$ cat config.mk
export PLATFORM = sky130hd
export DESIGN_NAME = gpio_arbiter
export DESIGN_NICKNAME = d
export VERILOG_FILES = /design/src/rtl/gpio_arbiter.sv
export SDC_FILE = /design/constraint.sdc
export NUM_CORES = 1
export LEC_CHECK = 0
export BUFFER_PORTS_ARGS = -buffer_cell sky130_fd_sc_hd__clkbuf_2
export CORE_MARGIN = 1
export CORE_UTILIZATION = 44
export DETAILED_ROUTE_END_ITERATION = 7
export PLACE_DENSITY = 0.86
export SLEW_MARGIN = 10
export SYNTH_ARGS = -nofsm -noshare
export SYNTH_HDL_FRONTEND = slang
export SYNTH_SLANG_ARGS = --single-unit
$ cat constraint.sdc
create_clock -name clk -period 2.9 [get_ports clk]
set_clock_uncertainty 0.05 [all_clocks]
set_input_delay 0.58 -clock clk [delete_from_list [all_inputs] [get_ports clk]]
set_output_delay 0.58 -clock clk [all_outputs]
set_load 0.02 [all_outputs]
$ cat src/rtl/gpio_arbiter.sv
// Two-requester round-robin arbiter onto a single GPIO register bus (IDLE/ACCESS/RESP).
// Optional ACCESS timeout is built in when GPIO_ARB_TIMEOUT_EN is defined.
module gpio_arbiter #(
    parameter int unsigned TIMEOUT_CYCLES = 16
) (
    input  logic        clk,
    input  logic        reset,
    input  logic        s0_valid,
    input  logic [3:0]  s0_addr,
    input  logic [3:0]  s0_wrstb,
    input  logic [31:0] s0_wdata,
    output logic        s0_ready,
    output logic [31:0] s0_rdata,
    input  logic        s1_valid,
    input  logic [3:0]  s1_addr,
    input  logic [3:0]  s1_wrstb,
    input  logic [31:0] s1_wdata,
    output logic        s1_ready,
    output logic [31:0] s1_rdata,
    output logic        m_valid,
    output logic [3:0]  m_addr,
    output logic [3:0]  m_wrstb,
    output logic [31:0] m_wdata,
    input  logic        m_ready,
    input  logic [31:0] m_rdata,
    output logic        timeout
);

    typedef enum logic [1:0] {IDLE, ACCESS, RESP} state_t;

    state_t      state_q, state_d;
    logic        grant_q;
    logic        last_q;
    logic        pick;
    logic        req_any;
    logic        req_both;
    logic        expire;
    logic [31:0] rdata_q;

    if (TIMEOUT_CYCLES < 2 || TIMEOUT_CYCLES > 255) begin : g_param_check
        $error("gpio_arbiter: TIMEOUT_CYCLES must be in 2..255");
    end

    assign req_any  = s0_valid | s1_valid;
    assign req_both = s0_valid & s1_valid;
    // Contention goes to the side that lost the previous contention; a lone request just wins.
    assign pick     = req_both ? ~last_q : s1_valid;

`ifdef GPIO_ARB_TIMEOUT_EN
    logic [7:0] cnt_q;
    logic       to_q;

    assign expire = (state_q == ACCESS) && !m_ready &&
                    (cnt_q == 8'(TIMEOUT_CYCLES - 1));

    always_ff @(posedge clk or posedge reset) begin
        if (reset) begin
            cnt_q <= '0;
        end else if (state_q == IDLE) begin
            cnt_q <= '0;
        end else if (state_q == ACCESS) begin
            cnt_q <= cnt_q + 8'd1;
        end
    end

    always_ff @(posedge clk or posedge reset) begin
        if (reset) begin
            to_q <= 1'b0;
        end else if (state_q == ACCESS) begin
            to_q <= expire;
        end
    end
`else
    assign expire = 1'b0;
`endif

    always_ff @(posedge clk or posedge reset) begin
        if (reset) begin
            state_q <= IDLE;
        end else begin
            state_q <= state_d;
        end
    end

    always_comb begin
        state_d = state_q;
        case (state_q)
            IDLE:    if (req_any) state_d = ACCESS;
            ACCESS:  if (m_ready || expire) state_d = RESP;
            RESP:    state_d = IDLE;
            default: state_d = IDLE;
        endcase
    end

    always_ff @(posedge clk or posedge reset) begin
        if (reset) begin
            m_valid <= 1'b0;
            m_addr  <= '0;
            m_wrstb <= '0;
            m_wdata <= '0;
            grant_q <= 1'b0;
            last_q  <= 1'b1;
            rdata_q <= '0;
        end else begin
            case (state_q)
                IDLE: begin
                    if (req_any) begin
                        grant_q <= pick;
                        if (req_both) last_q <= pick;
                        m_valid <= 1'b1;
                        m_addr  <= pick ? s1_addr  : s0_addr;
                        m_wrstb <= pick ? s1_wrstb : s0_wrstb;
                        m_wdata <= pick ? s1_wdata : s0_wdata;
                    end
                end
                ACCESS: begin
                    if (m_ready || expire) begin
                        m_valid <= 1'b0;
                        rdata_q <= m_ready ? m_rdata : 32'hDEAD_BEEF;
                    end
                end
                default: ;
            endcase
        end
    end

    always_comb begin
        s0_ready = (state_q == RESP) && !grant_q;
        s1_ready = (state_q == RESP) && grant_q;
        s0_rdata = s0_ready ? rdata_q : '0;
        s1_rdata = s1_ready ? rdata_q : '0;
`ifdef GPIO_ARB_TIMEOUT_EN
        timeout  = (state_q == RESP) && to_q;
`else
        timeout  = 1'b0;
`endif
    end

endmodule

==> results of run 1 <==
[cells by family (layout without fill, tap and decap cells)]
group                     after synthesis  in the layout  synth area share, %
AOI/OAI and AO/OA                       4              4               0.7007
xor gates and xnor gates                1              1               0.2230
buffers and inverters                  21            249                3.281
DFF                                    77             77                49.09
muxes                                 112            112                34.98
other                                   1              1              0.09548
and+or+nand+nor                        74             74                11.63
[cell type report]
type,count,area share (%)
inverters,2,0.1643
clock inverters,7,1.361
clock buffers,9,2.323
multi-input cells,192,35.39
well taps,108,2.535
repair buffers,231,22.06
flip-flops and latches,77,36.17
[metrics by stage]
| step | power [W] | utilization [%] | hold slack, ns | cell area (um2) | instances |
|---|---|---|---|---|---|
| 2_1_floorplan | 0.003513 | - | 0.4152 | 3928 | 290 |
| 6_report | 0.004993 | 61.43 | 0.1476 | 5331 | 626 |
| 5_1_grt | 0.005335 | 61.43 | 0.1737 | 5331 | 626 |
| 3_3_place_gp | 0.004141 | 59.17 | 0.4122 | 5135 | 610 |
| 3_5_place_dp | 0.004241 | 59.17 | 0.4167 | 5135 | 610 |
| 4_1_cts | 0.005064 | 61.43 | 0.1552 | 5331 | 626 |
[sequential cells by signal (all words and copies together) (netlist names)]
register and cells:
m_wrstb 4, rdata_q 32, m_wdata 32, state_q 2, m_addr 4, last_q 1, m_valid 1, grant_q 1
[how the worst max path moves through the flow]
stage,from,endpoint,slack (ns),depth (start not counted)
after floorplan,reset,grant_q,0.30,1
final,state_q[0],s1_rdata[19],0.65,4
after CTS,state_q[0],s1_rdata[19],0.61,4
after global routing,state_q[0],s1_rdata[19],0.52,4
after detailed placement,s1_valid,m_addr[2],0.81,5
after global placement,s1_valid,m_addr[2],0.87,5
[layer usage]
metal	vias to the layer above	global-route usage, %	routed length, um
met5	-	0	0
met4	0	8.088	180
met3	15	4.069	642
met2	134	34.92	4536
met1	1423	20.13	3397
li1	1424	-	-
[cell usage in the layout (no fill, tap or decap)]
cell type and n:
dfrtp_1 76, conb_1 1, xor2_1 1, clkinv_2 3, nor2_1 1, clkbuf_8 9
nand2b_1 1, dfstp_2 1, inv_1 1, and3b_1 1, buf_4 8, a21bo_2 1
nor3b_2 1, o21ai_0 1, bufinv_16 1, nand2_1 3, mux2_4 30, o21ai_4 1
and3_1 1, mux2_1 9, mux2_2 73, inv_6 2, clkinvlp_4 2, nor3_1 1
and2_1 64, nand3b_1 1, a21o_1 1, clkbuf_2 223
[where the power goes]
part | internal (W) | total, W | leakage [nW] | switching [W]
clock | 0.000400 | 0.000807 | 0.0960 | 0.000407
combinational | 0.00108 | 0.00223 | 1.85 | 0.00115
sequential | 0.00163 | 0.00196 | 0.901 | 0.000324
[worst max-delay path: stages, from the launching register on]
cell and delay [ns]:
dfrtp_1 0.44, and3b_1 0.22, buf_4 0.26, and2_1 0.19
clkbuf_2 0.17
==> metrics.md, run 1 <==
| Metric | Value |
|---|---|
| Ys flop type | dfrtp_1 |
| Mapped Area | 0.003928 mm2 |
| Peak supply drop | 0.4680 mV |
| PortBufs | 223 |
| Fillers | 729 |
| Crit Path Max Fanout | 33 |
| Final setup violation count | 0 |
| CTS clk-pin slew, worst paths | 0.09 ns |
| Max-cap violations | 0 |
| R2R depth | 4 |
| Final hold vios | 0 |
| Pwr/cell area | 936.5 mW/mm2 |
| Vias | 2996 |
| Routability-driven placement congestion ratio | 0.7238 |
| Final setup TNS | 0 ns |
| Reg2reg start | last_q |
| Syn nets | 407 |
| Area Growth Syn to Fin | 35.74% |
| Setup WS pre-CTS | 0.8076 ns |
| Critical path capture point type | primary output |
| GRT overflow | 0 |
| H-tree levels | 3 |
| Largest net degree at the start of global routing | 43 |
| First-pass GRT wire length | 13120 um |
| GRT Total Usage | 18.70% |
| CTS Buffer Depth | 2 |
| #FFs+latches synth | 77 |
| Critical Path Start Type | flop |
| Period utilisation layout | 77.74% |
| Site Rows | 34 |
| Core area | 0.008678 mm2 |
| Worst Tran Pin Value | 0.5299 ns |
| # diodes | 0 |
| Final nets | 630 |
| Post-synth top area share | 48.42% |
| Multi-input logic area | 0.001887 mm2 |
| Max Slew Vio Count | 0 |
| Post-synth ARST share | 100.0% |
| Drt first-iter violations | 37 |
| Worst R2R End | m_addr[2] |
| Reg2Reg Setup Slack | 1.06 ns |
| DRT Pass-1 Iters | 4 |
| PostCTS Resize Cnt | 0 |
| Worst-Skew Late Latency | 0.34 ns |
| Synth area leaders | dfrtp_1 48%, mux2_2 21%, mux2_4 11% |
| # DRC | 0 |
| Synth unique cells | 25 |
| WL/cell | 13.99 um |
| Kind of critical path | flop to primary output |
| Status | finished clean |
| Worst EP required | 2.27 ns |
| Die Footprint | 0.009308 mm2 |
| CTS tree | yes |
| Vias in the first global route | 2929 |
| Setup bufs post-CTS | 0 |
| Minimum clock period | 2.255 ns |
| Chip Height | 96.48 um |
| Number of enable flip-flop cells after synthesis | 0 |
| FF+latch area | 0.001928 mm2 |
| CTS root buffer | clkbuf_8 |
| Share of cells above drive strength 1 | 68.53% |
| Die Width | 96.48 um |
| Hold Crit Class | input port to asynchronous set/reset pin |
| Total CTS buffers | 9 |
| Initial antenna violation count | 0 |
| Sequential area share after synthesis | 49.09% |
| Top cells by count, synth | 76 x dfrtp_1, 73 x mux2_2, 64 x and2_1 |
| Fmax achieved | 0.4435 GHz |
| DRT antenna net count | 0 |
| Syn Area/Cell | 13.54 um2 |
| Top cell type by total area after synthesis | dfrtp_1 |
| # hold bufs at CTS | 0 |
| LEAKAGE | 2.847 nW |
| Total Routed Length | 8757 um |
| Yosys warns | 0 |
| Initial Utilization | 45.26% |
| Synth Instances | 290 |
| DR vias/cell | 4.786 |
| CTS Sinks | 77 |
| Detailed Place HPWL | 6751 um |
| Final WS setup | 0.6454 ns |
| Worst EP arrival | 1.62 ns |
| RSZ-0062 raised after global routing | false |
| Slew HR | 64.67% |
| I/O pin count | 225 |
| Top-count cell post-synth | dfrtp_1 |
(Power assumes the default switching activity.)
==> run 2: changes to the inputs <==
Settings changed: ABC_AREA from default to 1, CORE_UTILIZATION 44 to 41, PLACE_DENSITY 0.86 to 0.84.
Clock period 2.9 ns to 2 ns, I/O delays scaled along.
==> run 2 against run 1 <==
Compared with the run above: count of clock-buffer cells in the layout grew 1; register-to-register slack lost 0.83 ns; largest cell class unchanged; clock power grew 66%; sequential share of layout area shrank 1.2 points; final cell count grew 47%; die area grew 11%; total power grew 49%; setup slack lost 0.57 ns.
==> metrics.md, run 2 <==
| Metric | Value |
|---|---|
| Max Slew Vio Count | 0 (unchanged) |
| Sw frac | 44.03% (+6.3 points) |
| Worst EP required | 1.55 ns (-0.72 ns) |
| Worst EP arrival | 1.47 ns (-0.15 ns) |
| Int Power | 0.004155 W (+34%) |
| Routability-driven placement congestion ratio | 0.7953 (+9.9%) |
| Top cell type by total area after synthesis | dfrtp_1 |
| CTS Buffer Depth | 2 (unchanged) |
| Synth Instances | 577 (+99%) |
| Vias | 4166 (+39%) |
| Initial Utilization | 43.22% (-2.0 points) |
| CTS clk-pin slew, worst paths | 0.08 ns (about the same) |
| # hold bufs at CTS | 0 (unchanged) |
| RSZ-0062 raised after global routing | true |
| Peak supply drop | 0.6011 mV (+28%) |
| Regs by FF count | m_wdata x32, rdata_q x32 |
| Logic pwr share | 45.7% (+1.0 points) |
| Vias in the first global route | 3766 (+29%) |
| Mapped Area | 0.004069 mm2 (+3.6%) |
| Critical Path Start Type | flop |
| Pwr/cell area | 1347 mW/mm2 (+44%) |
| First-pass GRT wire length | 16910 um (+29%) |
| Minimum clock period | 1.924 ns |
| Syn Area/Cell | 7.052 um2 (-48%) |
| Initial antenna violation count | 0 (unchanged) |
| Drt first-iter violations | 164 (+340%) |
| Area Growth Syn to Fin | 35.46% |
| Post-synth top area share | 46.74% (-1.7 points) |
| Post-DP Area | 0.005254 mm2 (+2.3%) |
| Post-synth ARST share | 100.0% (unchanged) |
| Hold Crit Class | input port to asynchronous set/reset pin |
| Die Width | 101.6 um (+5.3%) |
| Chip Height | 101.6 um (+5.3%) |
| CTS Sinks | 77 (unchanged) |
| H-tree levels | 3 (unchanged) |
| Period utilisation layout | 96.21% |
| Most frequent cells in the layout | 202 x clkbuf_2, 157 x nand2_1, 115 x inv_1 |
| Final nets | 904 (+43%) |
| Met2 global-route usage | 38.88% (+4.0 points) |
| Core area | 0.009415 mm2 (+8.5%) |
| # diodes | 0 (unchanged) |
| DRT Pass-1 Iters | 5 (+1) |
| Sequential power share | 36.2% (-3.0 points) |
| DRT antenna net count | 0 (unchanged) |
| Status | finished clean |
| Total CTS buffers | 9 (unchanged) |
| Yosys warns | 0 (unchanged) |
| Fmax achieved | 0.5197 GHz |
| Top-count cell post-synth | nand2_1 |
| I/O pin count | 225 (unchanged) |
| #FFs+latches synth | 77 (unchanged) |
| DR vias/cell | 4.523 (-5.5%) |
| Die Footprint | 0.01033 mm2 (+11%) |
| Worst Tran Pin Value | 0.9418 ns (+0.4118 ns) |
| Sequential area share after synthesis | 47.39% (-1.7 points) |
| Cells after DPL | 905 (+48%) |
| Clock network power share | 18.1% (+1.9 points) |
| CTS root buffer | clkbuf_8 |
| R2R depth | 5 (+1) |
| Number of enable flip-flop cells after synthesis | 0 (unchanged) |
| Switch Pwr | 0.003270 W (+74%) |
| CTS tree | yes |
| Busiest grt layer | met2 |
| Share of cells above drive strength 1 | 32.70% (-36 points) |
| Synth area leaders | dfrtp_1 47%, nand2_1 14%, inv_1 11% |
| Critical path capture point type | primary output |
| Detailed Place HPWL | 7892 um (+17%) |
| GR Layer Usage met3 | 5.383% (+1.3 points) |
| Finished Layout Cells | 921 (+47%) |
| Slew HR | 37.07% (-28 points) |
| WL/cell | 11.76 um (-16%) |
| Met1 Usage GRT | 24.24% (+4.1 points) |
| Final setup violation count | 0 (unchanged) |
| Top cells by count, synth | 157 x nand2_1, 117 x inv_1, 83 x nand3_1 |
| Final setup TNS | 0 ns (unchanged) |
| Kind of critical path | flop to primary output |
| LEAKAGE | 3.436 nW (+21%) |
| Syn nets | 694 (+71%) |
| Worst hold slack | 0.01583 ns (-0.1318 ns) |
| Synth unique cells | 20 (-20%) |
| Largest net degree at the start of global routing | 66 (+53%) |
| Total Routed Length | 10830 um (+24%) |
| Worst-Skew Late Latency | 0.34 ns (about the same) |
| Site Rows | 35 (+2.9%) |
| GRT overflow | 0 (unchanged) |
| GRT Total Usage | 20.95% (+2.2 points) |
| Final hold vios | 0 (unchanged) |
| # DRC | 0 (unchanged) |
| Commonest non-fill, non-tap cell in the layout | clkbuf_2 |
| Tot Pwr | 0.007425 W (+49%) |
| PortBufs | 223 (unchanged) |
| Max-cap violations | 0 (unchanged) |
| Post-route cell area | 0.005512 mm2 (+3.4%) |
| Ys flop type | dfrtp_1 |
| Crit Path Max Fanout | 33 (unchanged) |
## run 2: stage by stage
stage / utilization [%] / setup slack, ns
5_1_grt: 58.54 / -0.02312
4_1_cts: 58.30 / 0.01820
3_3_place_gp: 55.80 / 0.2924
2_1_floorplan: - / 0.4565
6_report: 58.54 / 0.07572
3_5_place_dp: 55.80 / 0.1622
## run 2: final cells by class
class | instances | area [um2]
fillers | 895 | 3904
flip-flops and latches | 77 | 1928
multi-input cells | 347 | 1484
repair buffers | 234 | 1260
inverters | 118 | 446.7
well taps | 129 | 161.4
clock buffers | 10 | 137.6
clock inverters | 6 | 93.84
## run 2: final timing paths
path | startpoint | to | slack [ns]
max in group asynchronous | reset | m_valid | 1.27
min in group clk | m_rdata[9] | rdata_q[9] | 0.22
worst min register to register | m_wdata[29] | m_wdata[29] | 0.43
worst max-delay path | state_q[0] | s0_rdata[3] | 0.08
worst max register to register | state_q[0] | m_wdata[11] | 0.23
worst min-delay path | reset | grant_q | 0.02
## run 2: power groups by stage
stage,sequential (W),clock (W),combinational [W]
global placement,0.00267,0,0.00331
global route,0.00277,0.00146,0.00376
finish,0.00268,0.00134,0.00340
detailed placement,0.00270,0,0.00341
CTS,0.00268,0.00139,0.00342
floorplan,0.00316,0,0.00187
## run 2: layer usage
layer	vias to the layer above	routed length [um]
li1	2127	-
met1	1853	4650
met2	176	5263
met3	10	822
met4	0	91
met5	-	0
## run 2: worst max-delay path: stages, from the launching register on
cell	delay, ns
dfrtp_1	0.40
inv_1	0.12
nand3b_1	0.10
buf_6	0.20
nor2_1	0.13
clkbuf_2	0.18
## run 2: cells by family after synthesis
logic type,share of synthesized area [%]
and+or+nand+nor,31.43
buffers and inverters,16.33
DFF,47.39
AOI/OAI and AO/OA,4.766
other,0.09216
## run 2: what timing repair did
| item | in CTS | in global routing |
|---|---|---|
| gates resized for setup | 1 | 29 |
| buffers inserted | 0 | 0 |
| setup endpoints to repair | 1 | 42 |
==> run 3: changes to the inputs <==
==> constraint.sdc (replaced) <==
create_clock -name clk -period 2 [get_ports clk]
set_clock_uncertainty 0.05 [all_clocks]
set_input_delay 0.4 -clock clk [delete_from_list [all_inputs] [get_ports clk]]
set_output_delay 0.4 -clock clk [all_outputs]
set_load 0.05 [all_outputs]
==> run 3 against run 2 <==
Compared with the run above: non-clock buffer count rose by 4; global-route usage increased by 0.97 points; highest routed layer unchanged; utilization rose by 4.5 points; critical endpoint is now s1_rdata[17]; the flow now finishes with violations (negative setup slack); register-to-register slack better by 0.03 ns; final cell count rose by 0.43%; combinational power is 44% higher; via count increased by 3.8%; routed wire length increased by 11%; sequential power about the same; critical path type unchanged; first-iteration DRC count down 24%.
==> metrics.md, run 3 (synthesis results as in run 2) <==
| Metric | Value |
|---|---|
| I/O pin count | 225 (unchanged) |
| Die Width | 101.6 um (unchanged) |
| Worst Tran Pin Value | 0.9096 ns (-0.03214 ns) |
| Share of cells above drive strength 1 | 34.05% (+1.3 points) |
| Crit Path Max Fanout | 16 (-52%) |
| Logic pwr share | 56.2% (+11 points) |
| RSZ-0062 raised after global routing | true |
| # hold bufs at CTS | 0 (unchanged) |
| Worst EP arrival | 1.55 ns (+0.08 ns) |
| Total Routed Length | 12070 um (+11%) |
| # DRC | 0 (unchanged) |
| Busiest grt layer | met2 |
| Fmax achieved | 0.4995 GHz (-3.9%) |
| FF+latch area | 0.001928 mm2 (unchanged) |
| Reg2reg start | state_q[1] |
| Sequential power share | 31.0% (-5.2 points) |
| Most frequent cells in the layout | 159 x clkbuf_2, 157 x nand2_1, 114 x inv_1 |
| Vias | 4323 (+3.8%) |
| Max-cap violations | 0 (unchanged) |
| Final WS setup | -0.001814 ns (-0.07753 ns) |
| Int Power | 0.004151 W (-0.11%) |
| Peak supply drop | 0.7045 mV (+17%) |
| Critical Path Start Type | flop |
| Setup bufs post-CTS | 0 (unchanged) |
| DRT Pass-1 Iters | 5 (unchanged) |
| Max Slew Vio Count | 0 (unchanged) |
| DRT antenna net count | 0 (unchanged) |
| Fillers | 849 (-5.1%) |
| Slew HR | 39.21% (+2.1 points) |
| Setup WS pre-CTS | 0.1967 ns (+0.03457 ns) |
| Post-Route Utilization | 63.07% (+4.5 points) |
| Detailed Place HPWL | 8226 um (+4.2%) |
| Minimum clock period | 2.002 ns (+0.07753 ns) |
| Core area | 0.009415 mm2 (unchanged) |
| GRT overflow | 0 (unchanged) |
| Area Growth Syn to Fin | 45.94% |
| Met1 Usage GRT | 24.76% (+0.52 points) |
| Hold Crit Class | input port to asynchronous set/reset pin |
| Chip Height | 101.6 um (unchanged) |
| Worst EP required | 1.55 ns (about the same) |
| Total CTS buffers | 9 (unchanged) |
| Met2 global-route usage | 40.90% (+2.0 points) |
| Critical path capture point type | primary output |
| PortBufs | 223 (unchanged) |
| Vias in the first global route | 3894 (+3.4%) |
| Sw frac | 52.52% (+8.5 points) |
| Final setup violation count | 1 (+1) |
| Status | finished, violations left |
| Initial antenna violation count | 0 (unchanged) |
| Multi-input logic area | 0.001519 mm2 (+2.4%) |
| CTS tree | yes |
| Die Footprint | 0.01033 mm2 (unchanged) |
| Switch Pwr | 0.004591 W (+40%) |
| Crit path launch | state_q[0] |
| CTS root buffer | clkbuf_8 |
| Worst-Skew Late Latency | 0.33 ns (about the same) |
| CTS Sinks | 77 (unchanged) |
| GRT Total Usage | 21.91% (+0.97 points) |
| Worst R2R End | m_wdata[17] |
| R2R depth | 5 (unchanged) |
| Finished Layout Cells | 925 (+0.43%) |
| Initial Utilization | 43.22% (unchanged) |
| H-tree levels | 3 (unchanged) |
| CTS Buffer Depth | 2 (unchanged) |
| Site Rows | 35 (unchanged) |
| DR vias/cell | 4.674 (+3.3%) |
| Drt first-iter violations | 124 (-24%) |
| Pwr/cell area | 1472 mW/mm2 (+9.3%) |
| Reg2Reg Setup Slack | 0.26 ns (+0.03 ns) |
| Routability-driven placement congestion ratio | 0.7881 (-0.91%) |
| First-pass GRT wire length | 17590 um (+4.0%) |
| WL/cell | 13.05 um (+11%) |
| LEAKAGE | 3.518 nW (+2.4%) |
| Regs by FF count | m_wdata x32, rdata_q x32 |
| GR Layer Usage met3 | 4.762% (-0.62 points) |
| Failing checks | negative setup slack |
| Final hold vios | 0 (unchanged) |
| Largest net degree at the start of global routing | 65 (-1.5%) |
| Commonest non-fill, non-tap cell in the layout | clkbuf_2 |
| Worst hold slack | 0.07169 ns (+0.05586 ns) |
| CTS clk-pin slew, worst paths | 0.08 ns (about the same) |
| Cells after DPL | 908 (+0.33%) |
| Period utilisation layout | 100.1% (+3.9 points) |
| Clock network power share | 12.8% (-5.3 points) |
| # diodes | 0 (unchanged) |
| Final nets | 908 (+0.44%) |
| Kind of critical path | flop to primary output |
## run 3: power groups by stage
stage / logic (W) / registers [W] / clock network, W
2_1_floorplan: 0.00216 / 0.00410 / 0
3_3_place_gp: 0.00462 / 0.00267 / 0
3_5_place_dp: 0.00473 / 0.00270 / 0
4_1_cts: 0.00480 / 0.00268 / 0.00116
5_1_grt: 0.00528 / 0.00278 / 0.00124
6_report: 0.00491 / 0.00271 / 0.00112
## run 3: repair_timing
action | in CTS | in global routing
cloned | 0 | 1
gates resized for setup | 59 | 78
setup endpoints to repair | 66 | 65
## run 3: layout make-up
type	instances	share of cell area (%)
repair buffers	238	28.61
multi-input cells	347	25.58
inverters	118	7.522
clock buffers	12	2.276
clock inverters	4	0.8217
well taps	129	2.718
flip-flops and latches	77	32.47
## run 3: metal layers
metal | vias up | part of all wire (%)
met4 | 0 | 1.4
met1 | 1965 | 40
met3 | 21 | 7.8
met5 | - | 0
met2 | 199 | 51
li1 | 2138 | -
## run 3: worst max path at each step
stage,to,slack [ns],cells after the start
floorplan,s0_rdata[22],0.09,4
global placement,m_addr[1],0.30,5
detailed placement,m_wdata[22],0.20,5
CTS,s1_rdata[4],-0.01,5
global route,s0_rdata[14],-0.08,5
finish,s1_rdata[17],-0.002,5
## run 3: stage by stage
step / power [W] / TNS (ns) / area, um2
after floorplan: 0.006251 / 0 / 4073
after detailed placement: 0.007426 / 0 / 5429
after global routing: 0.009295 / -0.7371 / 5938
after CTS: 0.008646 / -0.02900 / 5771
final: 0.008741 / -0.001814 / 5938
after global placement: 0.007291 / 0 / 5429
## run 3: worst max-delay path: stages, from the launching register on
cell and delay (ns):
dfrtp_1 0.41, inv_2 0.11, nand3_4 0.10, clkbuf_16 0.21, nor2_1 0.16, buf_4 0.23
